===== src/rtl/four_digit_display_driver.sv =====
// four_digit_display_driver
//
// Purpose:
//   Drives a 4-digit common-anode 7-segment display from four hex
//   characters. The characters are snapshotted into shadow registers once
//   per refresh frame, so the upstream scroller can update them at any time
//   without tearing. The digits are time-multiplexed leftmost first
//   (3, 2, 1, 0). Each digit slot begins with a blanking interval that
//   suppresses ghosting while the anode switches.
//
// Ports:
//   clk        in   system clock
//   reset      in   synchronous, active-high reset
//   char_an0   in   [3:0] hex char for anode 0 (rightmost)
//   char_an1   in   [3:0] hex char for anode 1
//   char_an2   in   [3:0] hex char for anode 2
//   char_an3   in   [3:0] hex char for anode 3 (leftmost)
//   an         out  [3:0] anode enables, active low
//   seg        out  [6:0] segments {a..g}, active low
//   frame_tick out  one-cycle pulse when the shadow registers load
//
// Optional feature (macro DISPLAY_DP_EN):
//   dp_in      in   [3:0] decimal point request per digit (1 = lit)
//   dp         out  decimal point, active low
//
// Parameters:
//   DIGIT_CYCLES  cycles per digit slot (blank + on), > DEAD_CYCLES
//   DEAD_CYCLES   blanking cycles at the start of each slot, >= 1
//   CNT_W         slot counter width, 2^CNT_W >= DIGIT_CYCLES

module four_digit_display_driver #(
  parameter int DIGIT_CYCLES = 50000,
  parameter int DEAD_CYCLES  = 500,
  parameter int CNT_W        = 16
) (
  input  logic       clk,
  input  logic       reset,
  input  logic [3:0] char_an0,
  input  logic [3:0] char_an1,
  input  logic [3:0] char_an2,
  input  logic [3:0] char_an3,
  output logic [3:0] an,
  output logic [6:0] seg,
  output logic       frame_tick
`ifdef DISPLAY_DP_EN
  ,
  input  logic [3:0] dp_in,
  output logic       dp
`endif
);

  typedef enum logic {BLANK, ON} phase_t;

  localparam logic [CNT_W-1:0] LAST_CNT  = CNT_W'(DIGIT_CYCLES - 1);
  localparam logic [CNT_W-1:0] DEAD_LAST = CNT_W'(DEAD_CYCLES - 1);

  logic [CNT_W-1:0] cnt;
  logic [1:0]       dig;
  phase_t           phase;
  logic [15:0]      shadow;
`ifdef DISPLAY_DP_EN
  logic [3:0]       dp_shadow;
`endif

  logic             frame_start;
  logic [3:0]       cur_char;

  // Hex to active-low {a,b,c,d,e,f,g}.
  function automatic logic [6:0] decode(input logic [3:0] c);
    case (c)
      4'h0: decode = 7'b0000001;
      4'h1: decode = 7'b1001111;
      4'h2: decode = 7'b0010010;
      4'h3: decode = 7'b0000110;
      4'h4: decode = 7'b1001100;
      4'h5: decode = 7'b0100100;
      4'h6: decode = 7'b0100000;
      4'h7: decode = 7'b0001111;
      4'h8: decode = 7'b0000000;
      4'h9: decode = 7'b0000100;
      4'hA: decode = 7'b0001000;
      4'hB: decode = 7'b1100000;
      4'hC: decode = 7'b0110001;
      4'hD: decode = 7'b1000010;
      4'hE: decode = 7'b0110000;
      default: decode = 7'b0111000;
    endcase
  endfunction

  assign frame_start = (cnt == '0) && (dig == 2'd3);
  assign cur_char    = shadow[{dig, 2'b00} +: 4];

  // Slot counter, digit index and phase form the state. The output
  // registers are computed from the current state, so they trail the
  // counter by one cycle. Because every slot starts blank, the shadow
  // registers are always loaded before the first ON cycle reads them.
  always_ff @(posedge clk) begin
    if (reset) begin
      cnt        <= '0;
      dig        <= 2'd3;
      phase      <= BLANK;
      shadow     <= '0;
      an         <= 4'b1111;
      seg        <= 7'b1111111;
      frame_tick <= 1'b0;
`ifdef DISPLAY_DP_EN
      dp_shadow  <= 4'b0000;
      dp         <= 1'b1;
`endif
    end else begin
      frame_tick <= frame_start;
      if (frame_start) begin
        shadow <= {char_an3, char_an2, char_an1, char_an0};
`ifdef DISPLAY_DP_EN
        dp_shadow <= dp_in;
`endif
      end

      if (phase == ON) begin
        an  <= ~(4'b0001 << dig);
        seg <= decode(cur_char);
`ifdef DISPLAY_DP_EN
        dp  <= ~dp_shadow[dig];
`endif
      end else begin
        an  <= 4'b1111;
        seg <= 7'b1111111;
`ifdef DISPLAY_DP_EN
        dp  <= 1'b1;
`endif
      end

      // The digit index wraps 0 -> 3 through the natural 2-bit rollover.
      if (cnt == LAST_CNT) begin
        cnt   <= '0;
        dig   <= dig - 2'd1;
        phase <= BLANK;
      end else begin
        cnt <= cnt + 1'b1;
        if (cnt == DEAD_LAST) begin
          phase <= ON;
        end
      end
    end
  end

endmodule


===== config.mk =====
export PLATFORM = sky130hd
export DESIGN_NAME = four_digit_display_driver
export DESIGN_NICKNAME = d
export VERILOG_FILES = /design/src/rtl/four_digit_display_driver.sv
export SDC_FILE = /design/constraint.sdc
export NUM_CORES = 1
export LEC_CHECK = 0
export CAP_MARGIN = 20
export CORE_MARGIN = 3
export CORE_UTILIZATION = 42
export CTS_CLUSTER_DIAMETER = 50
export DETAILED_ROUTE_END_ITERATION = 8
export SYNTH_ARGS = -nofsm -noshare
export SYNTH_HDL_FRONTEND = slang
export SYNTH_SLANG_ARGS = --single-unit

===== constraint.sdc =====
create_clock -name clk -period 2.3 [get_ports clk]
set_input_delay 0.46 -clock clk [delete_from_list [all_inputs] [get_ports clk]]
set_output_delay 0.46 -clock clk [all_outputs]
set_load 0.03 [all_outputs]

==> summary.md <==
| Metric | Value |
|---|---|
| Row count | 25 |
| Largest net degree at the start of global routing | 19 |
| Met3 wire length | 217 um |
| Post-route ant nets | 0 |
| Slowest cell delay on critical path | 720 ps |
| Final min period | 2070 ps |
| Internal | 1.15 mW |
| CTS tree | done |
| Clock tree root buffer cell | clkbuf_8 |
| Reg2reg start | dig[0] |
| Endpoints failing hold | 0 |
| Cts repair resizes | 0 |
| Max stage delay cell, worst path | mux4_1 |
| H-tree depth | 2 |
| DRT iter0 DRCs | 119 |
| Width of the die | 79.0 um |
| Residual DRC | 0 |
| Worst Path Arrival | 2260 ps |
| Max-slew headroom | 58.7% |
| Post-synth top area share | 42.1% |
| Cell area after synthesis | 2240 um^2 |
| CP Capture Point | seg[3] |
| RSZ-0062 raised after global routing | no |
| Starting Density | 45.3% |
| CP delay by family, top | multiplexers |
| Fillers | 494 |
| Core area | 4940 um^2 |
| Top layer in use | met4 |
| Worst slew pin tran | 620 ps |
| CTS Buffer Depth | 2 |
| Met1 WL | 2240 um |
| Cell with the most instances after synthesis | dfxtp_1 |
| First-pass GRT wire length | 7560 um |
| Vias post-DR | 1,800 |
| Worst-path maximum fanout | 7 |
| Initial antenna violation count | 0 |
| Max-Cap Viols | 0 |
| Layout cells sized above 1 | 7.30% |
| Syn nets | 278 |
| DP Area | 2550 um^2 |
| Asr flop ratio synth | 0% |
| Max Transition Viols Final | 0 |
| Post-CTS Setup Inserts | 0 |
| Die Y | 79.0 um |
| Cell variety after synth | 38 |
| Area leader, netlist | dfxtp_1 |
| Post-layout instance area | 2640 um^2 |
| Gate Count Post-Synth | 247 |
| Stages on the worst setup path | 5 |
| Clk Latency, worst-skew pair | 300 ps |
| Combinational share of power | 13.4% |
| Yosys warning count | 0 |
| Layout Nets | 304 |
| Reg2reg setup slack | 230 ps |
| WL met2 | 1870 um |
| Routed WL | 4390 um |
| Share of power burned in the clock network | 31.1% |
| Count of hold-fix buffers inserted at cts | 0 |
| Hold Path Class | register to register |
| WS Path Type | register to register |
| Maximum vdd ir drop | 324 uV |
| Setup Viol. Count Final | 0 |
| Sequential cell area fraction in the yosys report | 42.1% |
| Max Freq | 482 MHz |
| Vias in the first global route | 1,622 |
| Worst Clk Skew | 7.53 ps |
| R2r endpoint | seg[3] |
| CTS Buf Count | 5 |
| CP startpoint kind | register |
| Sum Neg Setup Slack | 0 ps |
| Clock-pin slew on the worst setup and hold paths | 80 ps |
| Synth area leaders | dfxtp_1 42%, ha_1 7.3%, nand3_1 5.4%, a21oi_1 4.7%, xnor2_1 4.3% |
| Clock sinks | 47 |
| Synth top cells by count | 47 x dfxtp_1, 24 x nand3_1, 22 x nor2_1 |
| CP Buf/Inv Count | 0 |
| Tot GR Track Use | 15.0% |
| Syn avg cell area | 9.06 um^2 |
| Total grt overflow | 0 |
| Power per Cell Area | 588 nW/um^2 |
| Sw Ratio | 25.9% |
| Critical Path RT | 2490 ps |
| Top FF cell, synth | dfxtp_1 |
| Placer congestion estimate | 0.769 |
| Crit. Startpoint | dig[0] |
| Switching pwr | 402 uW |
| Sequential Power Share | 55.5% |
| Crit path cell chain | mux4_1 -> ha_1 -> or2_0 -> a21oi_1 -> o21ai_1 |
| Crit path capture type | register |
| # port buffers | 29 |
| Die ar. | 6240 um^2 |
| Area growth syn-to-layout | 18.0% |
| Post-synth EDFFs | 0 |
| Number of antenna repair diodes | 0 |
| DP HPWL | 3030 um |
| First drt pass iteration count | 5 |
| Vias per inst | 5.28 |
| Status | finished, final reports clean |
| I/O pin cnt | 30 |
| Lkg Pwr | 0.988 nW |
| Wire per inst | 12.9 um |
| Worst Reg-to-Reg Cells | 5 |
| Final period util | 90.2% |
| #FFs+latches synth | 47 |
## layout by cell type, fill, tap and decap left out
cell             count
dfxtp_1             47
clkdlybuf4s50_1     29
nand3_1             24
nor2_1              22
a21oi_1             21
o21ai_0             17
nand2_1             13
ha_1                13
inv_1               12
xnor2_1             11
nand4_1              7
nor3_1               5
clkbuf_8             5
buf_4                5
and4_1               4
nand2b_1             3
o211ai_1             3
nor4_1               3
clkinv_2             3
mux4_1               2
and2_1               2
mux4_2               2
nor2b_1              2
o221ai_1             2
o21ai_1              2
mux2_4               2
xor2_1               2
nor4bb_1             1
nor4_2               1
and3_1               1
or2_1                1
o211a_1              1
or2_0                1
mux2i_1              1
or3_1                1
o2bb2ai_1            1
a31o_2               1
a211o_2              1
## per-stage QoR
| stage | power, mW | util (%) | instances | hold WS (ps) | worst slack, ps |
|---|---|---|---|---|---|
| floorplan | 1.03 | - | 247 | 429 | 394 |
| global placement | 1.09 | 51.7 | 333 | 448 | 320 |
| detailed placement | 1.09 | 51.7 | 333 | 458 | 230 |
| CTS | 1.57 | 53.4 | 341 | 476 | 218 |
| global route | 1.64 | 53.4 | 341 | 503 | 0.985 |
| finish | 1.55 | 53.4 | 341 | 473 | 225 |
## how the worst min path moves through the flow
stage | from | end | slack [ps] | depth (start not counted)
detailed placement | phase | phase | 460 | 2
CTS | shadow[12] | shadow[12] | 480 | 2
global placement | phase | phase | 450 | 2
floorplan | phase | phase | 430 | 2
global route | shadow[10] | shadow[10] | 500 | 2
finish | phase | phase | 470 | 2
## worst min-delay path: stages (launching register included)
cell and delay (ps):
dfxtp_1 330, a21oi_1 40, nor2_1 70
## routing by layer
layer	global-route usage, %	up-vias
met2	21.6	48
met4	4.64	0
li1	-	916
met5	0	-
met1	21.4	831
met3	4.65	5
## kinds of logic (layout without fill, tap and decap cells)
kind of cell / after synthesis / count (layout) / synth area share (%)
AO/OA/AOI/OAI: 49 / 49 / 12.4
AND/OR/NAND/NOR: 91 / 91 / 20.8
XOR/XNOR: 13 / 13 / 5.09
flip-flops: 47 / 47 / 42.1
adder cells (fa/ha/maj): 13 / 13 / 7.27
multiplexers: 7 / 7 / 6.15
buffers and inverters: 27 / 54 / 6.21
## flip-flops by register name, indices dropped and copies added, names as in the netlist
name	flops
an	4
cnt	16
dig	2
frame_tick	1
phase	1
seg	7
shadow	16
## final cells by class
| class | count | area (um^2) | share of cell area, % |
|---|---|---|---|
| multi-input combinational | 173 | 1160 | 43.9 |
| clock buffer | 5 | 68.8 | 2.61 |
| clock inverter | 3 | 15.0 | 0.569 |
| sequential | 47 | 941 | 35.7 |
| inverter | 12 | 45.0 | 1.71 |
| timing repair buffer | 34 | 328 | 12.4 |
| tap | 67 | 83.8 | 3.18 |
## power by group through the flow
stage / Combinational, mW / Sequential [mW] / Clock [mW]
2_1_floorplan: 0.153 / 0.878 / 0
3_3_place_gp: 0.209 / 0.884 / 0
3_5_place_dp: 0.210 / 0.881 / 0
4_1_cts: 0.211 / 0.862 / 0.500
5_1_grt: 0.236 / 0.868 / 0.532
6_report: 0.209 / 0.862 / 0.482
(Power assumes the default switching activity.)
